### config.mk
export PLATFORM = sky130hd
export DESIGN_NAME = br_game_ctrl
export DESIGN_NICKNAME = d
export VERILOG_FILES = /design/src/rtl/br_pkg.sv /design/src/rtl/br_edge_det.sv /design/src/rtl/br_game_ctrl.sv
export SDC_FILE = /design/constraint.sdc
export NUM_CORES = 1
export LEC_CHECK = 0
export ABC_AREA = 1
export BUFFER_PORTS_ARGS = -buffer_cell sky130_fd_sc_hd__buf_2
export CAP_MARGIN = 20
export CORE_AREA = 2 2 67 69
export DETAILED_ROUTE_END_ITERATION = 6
export DIE_AREA = 0 0 69 71
export GPL_TIMING_DRIVEN = 0
export PLACE_DENSITY = 0.87
export SYNTH_ARGS = -nofsm -noshare
export SYNTH_HDL_FRONTEND = slang
export SYNTH_HIERARCHICAL = 1
export SYNTH_SLANG_ARGS = --single-unit
### constraint.sdc
create_clock -name clk -period 3.2 [get_ports clk]
set_clock_uncertainty 0.05 [all_clocks]
set_input_delay 0.64 -clock clk [delete_from_list [all_inputs] [get_ports clk]]
set_output_delay 0.64 -clock clk [all_outputs]
set_load 0.1 [all_outputs]
### src/rtl/br_pkg.sv
// Shared definitions for the game controller: scene encoding, PS/2 key codes
// and the saturating score adder.
package br_pkg;

    typedef enum logic [1:0] {
        SCENE_TITLE = 2'b00,
        SCENE_PLAY  = 2'b01,
        SCENE_PAUSE = 2'b10,
        SCENE_OVER  = 2'b11
    } scene_e;

    localparam logic [7:0] KEY_ENTER = 8'h5A;
    localparam logic [7:0] KEY_P     = 8'h4D;
    localparam logic [7:0] KEY_ESC   = 8'h76;

    localparam int         SCORE_W   = 14;
    localparam int         SPEED_W   = 3;
    localparam logic [2:0] SPEED_TOP = 3'd7;

    // Points per frame are speed+1; the sum is one bit wider so the cap compare sees overflow.
    function automatic logic [SCORE_W-1:0] score_add(input logic [SCORE_W-1:0] score,
                                                    input logic [SPEED_W-1:0] speed,
                                                    input logic [SCORE_W-1:0] cap);
        logic [SCORE_W:0] sum;
        sum = {1'b0, score} + {{(SCORE_W-SPEED_W+1){1'b0}}, speed} + {{SCORE_W{1'b0}}, 1'b1};
        return (sum > {1'b0, cap}) ? cap : sum[SCORE_W-1:0];
    endfunction

endpackage

### src/rtl/br_edge_det.sv
// Registered falling-edge detector; history resets high and the pulse output
// resets low, so no pulse can appear in the first cycle after reset.
module br_edge_det (
    input  logic clk,
    input  logic rst_n,
    input  logic sig_i,
    output logic fall_o
);

    logic prev_q;
    logic fall_q;

    always_ff @(posedge clk or negedge rst_n) begin
        if (!rst_n) begin
            prev_q <= 1'b1;
            fall_q <= 1'b0;
        end else begin
            prev_q <= sig_i;
            fall_q <= prev_q & ~sig_i;
        end
    end

    assign fall_o = fall_q;

endmodule

### src/rtl/br_game_ctrl.sv
// Game sequencer: scene FSM, per-frame update handshake with the model unit,
// score/speed bookkeeping.
//
//   state | meaning
//   TITLE | waiting for Enter, nothing counted
//   PLAY  | frames ticking, one model update per frame
//   PAUSE | frozen, P resumes, Esc quits to title
//   OVER  | collision seen, score/speed frozen until Enter
module br_game_ctrl
    import br_pkg::*;
#(
    parameter int FRAMES_PER_LEVEL = 512,
    parameter int SCORE_MAX        = 9999
) (
    input  logic                 clk,
    input  logic                 clr,
    input  logic                 vsync,
    input  logic                 key_valid,
    input  logic [7:0]           key_code,
    input  logic                 collision,
    input  logic                 upd_ack,
    output logic                 upd_req,
    output logic [1:0]           scene,
    output logic [SPEED_W-1:0]   speed,
    output logic [SCORE_W-1:0]   score,
    output logic                 missed
);

    localparam int                 FCW       = $clog2(FRAMES_PER_LEVEL);
    localparam logic [FCW-1:0]     FC_LAST   = FCW'(FRAMES_PER_LEVEL - 1);
    localparam logic [SCORE_W-1:0] SCORE_CAP = SCORE_W'(SCORE_MAX);

    scene_e               state_q, state_d;
    logic                 upd_req_q, upd_req_d;
    logic [SPEED_W-1:0]   speed_q, speed_d;
    logic [SCORE_W-1:0]   score_q, score_d;
    logic                 missed_q, missed_d;
    logic [FCW-1:0]       fcnt_q, fcnt_d;
    logic                 pause_pend_q, pause_pend_d;

    logic frame_tick;
    logic key_enter, key_p, key_esc;
    logic ack_ok;

    br_edge_det u_vsync_edge (
        .clk    (clk),
        .rst_n  (clr),
        .sig_i  (vsync),
        .fall_o (frame_tick)
    );

    assign key_enter = key_valid && (key_code == KEY_ENTER);
    assign key_p     = key_valid && (key_code == KEY_P);
    assign key_esc   = key_valid && (key_code == KEY_ESC);
    assign ack_ok    = upd_ack && upd_req_q;

    always_ff @(posedge clk or negedge clr) begin
        if (!clr) begin
            state_q      <= SCENE_TITLE;
            upd_req_q    <= 1'b0;
            speed_q      <= '0;
            score_q      <= '0;
            missed_q     <= 1'b0;
            fcnt_q       <= '0;
            pause_pend_q <= 1'b0;
        end else begin
            state_q      <= state_d;
            upd_req_q    <= upd_req_d;
            speed_q      <= speed_d;
            score_q      <= score_d;
            missed_q     <= missed_d;
            fcnt_q       <= fcnt_d;
            pause_pend_q <= pause_pend_d;
        end
    end

    always_comb begin
        state_d      = state_q;
        upd_req_d    = upd_req_q;
        speed_d      = speed_q;
        score_d      = score_q;
        missed_d     = missed_q;
        fcnt_d       = fcnt_q;
        pause_pend_d = pause_pend_q;

        case (state_q)
            SCENE_TITLE: begin
                if (key_enter) begin
                    state_d      = SCENE_PLAY;
                    upd_req_d    = 1'b0;
                    speed_d      = '0;
                    score_d      = '0;
                    missed_d     = 1'b0;
                    fcnt_d       = '0;
                    pause_pend_d = 1'b0;
                end
            end

            SCENE_PLAY: begin
                if (collision) begin
                    state_d      = SCENE_OVER;
                    upd_req_d    = 1'b0;
                    pause_pend_d = 1'b0;
                end else begin
                    if (ack_ok) begin
                        upd_req_d = 1'b0;
                        score_d   = score_add(score_q, speed_q, SCORE_CAP);
                        if (fcnt_q == FC_LAST) begin
                            fcnt_d = '0;
                            if (speed_q != SPEED_TOP) speed_d = speed_q + 3'd1;
                        end else begin
                            fcnt_d = fcnt_q + FCW'(1);
                        end
                    end

                    if (frame_tick) begin
                        if (upd_req_q) missed_d  = 1'b1;
                        else           upd_req_d = 1'b1;
                    end

                    // Pause waits for an outstanding update so the model never sees a half frame.
                    if (key_p || pause_pend_q) begin
                        if (upd_req_q && !upd_ack) begin
                            pause_pend_d = 1'b1;
                        end else begin
                            state_d      = SCENE_PAUSE;
                            upd_req_d    = 1'b0;
                            pause_pend_d = 1'b0;
                        end
                    end
                end
            end

            SCENE_PAUSE: begin
                if (key_p)        state_d = SCENE_PLAY;
                else if (key_esc) state_d = SCENE_TITLE;
            end

            SCENE_OVER: begin
                if (key_enter) state_d = SCENE_TITLE;
            end

            default: state_d = SCENE_TITLE;
        endcase
    end

    assign upd_req = upd_req_q;
    assign scene   = state_q;
    assign speed   = speed_q;
    assign score   = score_q;
    assign missed  = missed_q;

endmodule

# Word-level counts from Yosys, hierarchy flattened
# Index checks and enable logic that the tools add are counted.
# op_classes
n_reduce_logical,15
mul,0
div,0
n_addsub,4
n_eq_ne,19
n_lt_le_gt_ge,1
bitwise_logic,2
mux,40
n_shift,0
# ops
cell,n
$mux W14,4
$mux W9,4
$pmux W14 S2,1
$eq A8 B7 Y1 const B,3
$pmux W9 S2,1
$add A14 B3 Y15,1
$add A15 B1 Y15 const B,1
$gt A15 B14 Y1 const B,1
$mux W3,5
$mux W2,7
$ne A2 B2 Y1 const B,7
$mux W1,13
$ne A3 B3 Y1 const B,4
$reduce_and A5 Y1,2
$add A9 B1 Y9 const B,1
$eq A9 B9 Y1 const B,1
$pmux W2 S4,1
$pmux W1 S2,3
$pmux W3 S2,1
$reduce_and A6 Y1,1
$logic_and A1 B1 Y1,5
$eq A2 B2 Y1 const B,2
$reduce_and A4 Y1,1
$add A3 B1 Y3 const B,1
other kinds (10),10
# word_totals
ram_bits,0
output_inout_bits,21
reg_bits,33
rom_bits,0
mem_count,0
latch_bits,0
elab_cells,90

# Logic depth before layout (Yosys ltp)
# depth
ltp_word,8
ltp_mapped,19
ltp_nobuf,18

# Modules after synthesis
# The synthesis kept the hierarchy.
# modules_own_cells
module,instances,cells_per_inst,area_per_inst_um2,seq_area_each_um2
br_game_ctrl,1,337,2254.7,775.7
br_edge_det,1,4,61.3,51.3

# Worst setup path before layout
# OpenSTA, ideal clock, no wires.
# synth_path
path_type,register to register
startpoint,register speed_q[0] (netlist: speed[0])
endpoint,register score_q[2] (netlist: score[2])
slack_ns,0.226
t_arrival_ns,2.804
t_required_ns,3.030
path_stages_with_launch,19
cell_sequence,dfrtp_1 inv_1 ha_1 inv_1 fa_1 nand3_1 nand2_1 nand4_1 nand2_1 nand2_1 nor2_2 nand2_1 nand2_1 nand2_1 nand2_2 buf_6 nand2_2 nand2_1 nand2_1
# synth_via
elab_chain_len,7
# synth_rtl
item,line_no,rtl
from (decl),br_game_ctrl.sv:35,"logic [SPEED_W-1:0] speed_q, speed_d;"
from (signal assigned),br_game_ctrl.sv:69,speed_q <= speed_d;
$add A14 B3 Y15 (*),br_pkg.sv:25,"sum = {1'b0, score} + {{(SCORE_W-SPEED_W+1){1'b0}}, speed} + {{SCORE_W{1'b0}}, 1'b1};"
$add A15 B1 Y15 (*),br_pkg.sv:25,
$gt A15 B14 Y1,br_pkg.sv:26,"return (sum > {1'b0, cap}) ? cap : sum[SCORE_W-1:0];"
$mux W14 (*),br_pkg.sv:26,
$mux W14 (*),br_game_ctrl.sv:105,if (ack_ok) begin
$mux W14 (*),br_game_ctrl.sv:100,if (collision) begin
$pmux W14 S2 (*),br_game_ctrl.sv:86,case (state_q)
to (signal assigned),br_game_ctrl.sv:70,score_q <= score_d;
to (decl),br_game_ctrl.sv:36,"logic [SCORE_W-1:0] score_q, score_d;"
# Every way passes the cells marked *; elsewhere a longest branch is shown, timed or not. The select of a mux whose other input is x is not followed.
# A chain may end at the register's enable or synchronous reset.

# Final worst setup path
# Ends and elaborated chain as after synthesis.

==> flow_summary.json <==
{
  "gp_congestion": 0.9417,
  "yosysTopAreaCellShare_pct": 34.58,
  "dieHeight_um": 71,
  "numCtsBuffers": 5,
  "cts_max_level": 2,
  "grt_usage_pct": 21.88,
  "synth_area_leaders": "dfrtp_1 35%, nand2_1 17%, inv_1 7.3%",
  "synth_area_mm2": 0.002316,
  "p_leak_uw": 0.001405,
  "setup_violations": 0,
  "clkLatencyLatePin_ns": 0.27,
  "ys_warn_count": 6,
  "fin_area_mm2": 0.002631,
  "grt_max_degree": 34,
  "fmax_mhz": 376.8,
  "rsz0062_at_grt": "false",
  "grt_pass1_vias": 2190,
  "nets": 404,
  "hpwl_um": 3848,
  "path_class": "reg2reg",
  "reg2reg_slack_ns": 0.55,
  "r2r_start": "speed[0]",
  "port_buffers": 34,
  "placed_area_mm2": 0.002551,
  "yosysTopAreaCell": "dfrtp_1",
  "crit_path_start_kind": "register",
  "drtAntennaViolNets": 0,
  "reg2reg_depth": 19,
  "wire_per_inst_um": 11.33,
  "synth_nets": 363,
  "cts_tree": "yes",
  "coreArea_mm2": 0.004204,
  "period_share_pct": 82.95,
  "synth_ff_type": "dfrtp_1",
  "final_util_pct": 62.59,
  "peakVddDrop_v": 0.0007186,
  "status": "finished clean",
  "hold_buffers": 0,
  "power_density_mw_per_mm2": 999.3,
  "ctsResizeCount": 0,
  "ys_async_sr_fraction_pct": 100.0,
  "drc_errors": 0,
  "drt_first_iter_violations": 121,
  "critPathMaxFanout": 10,
  "end_kind": "register",
  "drive_gt1_share_pct": 18.02,
  "rows": 24,
  "critPathArrivalTime_ns": 2.77,
  "worstMarginPinSlew_ns": 0.7145,
  "root_buffer": "clkbuf_8",
  "pin_count": 35,
  "grt_pass1_wl_um": 8928,
  "syn_area_per_cell_um2": 6.792,
  "area.growth.synth_to_final_pct": 13.61,
  "hold_class": "in2async",
  "post-cts-setup-buffers": 0,
  "start_util_pct": 55.09,
  "cts_num_sinks": 33,
  "die-area_mm2": 0.004899,
  "yosysMostFrequentCell": "nand2_1",
  "via_per_inst": 5.246,
  "slew_headroom_pct": 52.37,
  "clockBufferDepth": 2,
  "clk_pin_slew_ns": 0.06,
  "n_antenna_cell": 0,
  "synth-edff-count": 0,
  "tns_ns": 0,
  "finalWirelength_um": 4927,
  "num_vias": 2282,
  "yosys-top-cells-count": "106 x nand2_1, 45 x inv_1, 32 x dfrtp_1, 32 x nand3_1, 31 x nor2_1",
  "r2r_end": "score[2]",
  "synthCells": 341,
  "required_ns": 3.32,
  "grt_antenna_before_repair": 0,
  "die_w_um": 69,
  "ys_seq_area_share_pct": 35.71,
  "slew_viol_final": 0,
  "yosys_register_bits": 33,
  "hold_violations": 0,
  "fin_crit_ns": 2.654,
  "gr-total-overflow": 0,
  "drv_cap": 0,
  "dr.pass1.iters": 4,
  "ys_types": 34
}
[state kept, by name (all words and copies together), names as in the netlist]
register,count
upd_req,1
speed,3
missed,1
fcnt_q,9
u_vsync_edge/prev_q,1
scene,2
u_vsync_edge/fall_o,1
pause_pend_q,1
score,14
[how the worst max path moves through the flow]
stage,slack (ns),start,endpoint,depth (start not counted)
floorplan,0.23,speed[0],score[2],18
global placement,0.59,speed[0],score[2],19
detailed placement,0.57,speed[0],score[2],19
CTS,0.55,speed[0],score[2],19
global route,0.22,speed[0],score[10],19
finish,0.55,speed[0],score[2],19
[critical path: stages, from the launching register on]
cell,delay (ns)
dfrtp_1,0.40
inv_1,0.10
ha_1,0.14
inv_1,0.08
fa_1,0.43
nand3_1,0.11
nand2_1,0.18
nand3_1,0.13
nand2_1,0.05
nand2_1,0.10
nand2_1,0.08
nor2_2,0.10
nand2_1,0.06
nand2_1,0.05
nand2_1,0.08
nand2_2,0.09
buf_6,0.15
nand2_2,0.05
nand2_1,0.06
nand2_1,0.05
[placed cells by master (no fill, tap or decap), types with 3 or more instances in the layout]
master	n
buf_2	38
clkbuf_1	4
nor2_4	4
o21ai_0	13
dfrtp_1	32
ha_1	7
nand2_2	13
nor3_1	5
inv_1	45
a21oi_1	11
o21ai_1	3
a22oi_1	3
nor2_1	31
clkbuf_8	5
nand3_1	32
nand2_1	106
nand4_1	8
nor4_1	3
[metal layers]
| metal | wire, um | global-route usage (%) | up-vias |
|---|---|---|---|
| met1 | 2183 | 26.97 | 1032 |
| met3 | 266 | 3.419 | 4 |
| met2 | 2450 | 38.78 | 66 |
| met5 | 0 | 0 | - |
| li1 | - | - | 1180 |
| met4 | 26 | 8.279 | 0 |
[metrics by stage]
stage	hold slack [ns]	worst slack, ns	total power (uW)	instances
finish	0.3682	0.5457	2629	435
CTS	0.3956	0.5495	2634	435
global placement	0.4119	0.5889	2297	427
detailed placement	0.4173	0.5658	2336	427
floorplan	0.2944	0.2257	2024	341
global route	0.4146	0.2198	2826	435
[power by group]
group / switching, uW / internal [uW]
clock: 134 / 154
sequential: 141 / 546
combinational: 1280 / 369
[layout make-up]
type                    instances  area (um^2)
fillers                       385         1573
multi-input cells             254         1270
flip-flops and latches         33        827.0
inverters                      47        176.4
repair buffers                 34        170.2
clock buffers                   8        80.08
well taps                      52        65.06
plain buffers                   7        42.54
[cells by family after synthesis]
kind of cell | count (synthesis) | synth area share (%)
simple gates | 206 | 39.92
buf+inv | 54 | 9.454
compound gates | 37 | 9.022
flops | 33 | 35.71
fa+ha+maj | 8 | 4.646
xor+xnor | 2 | 0.7565
mux | 1 | 0.4862
Note: power is estimated with default switching activity, not from simulation.
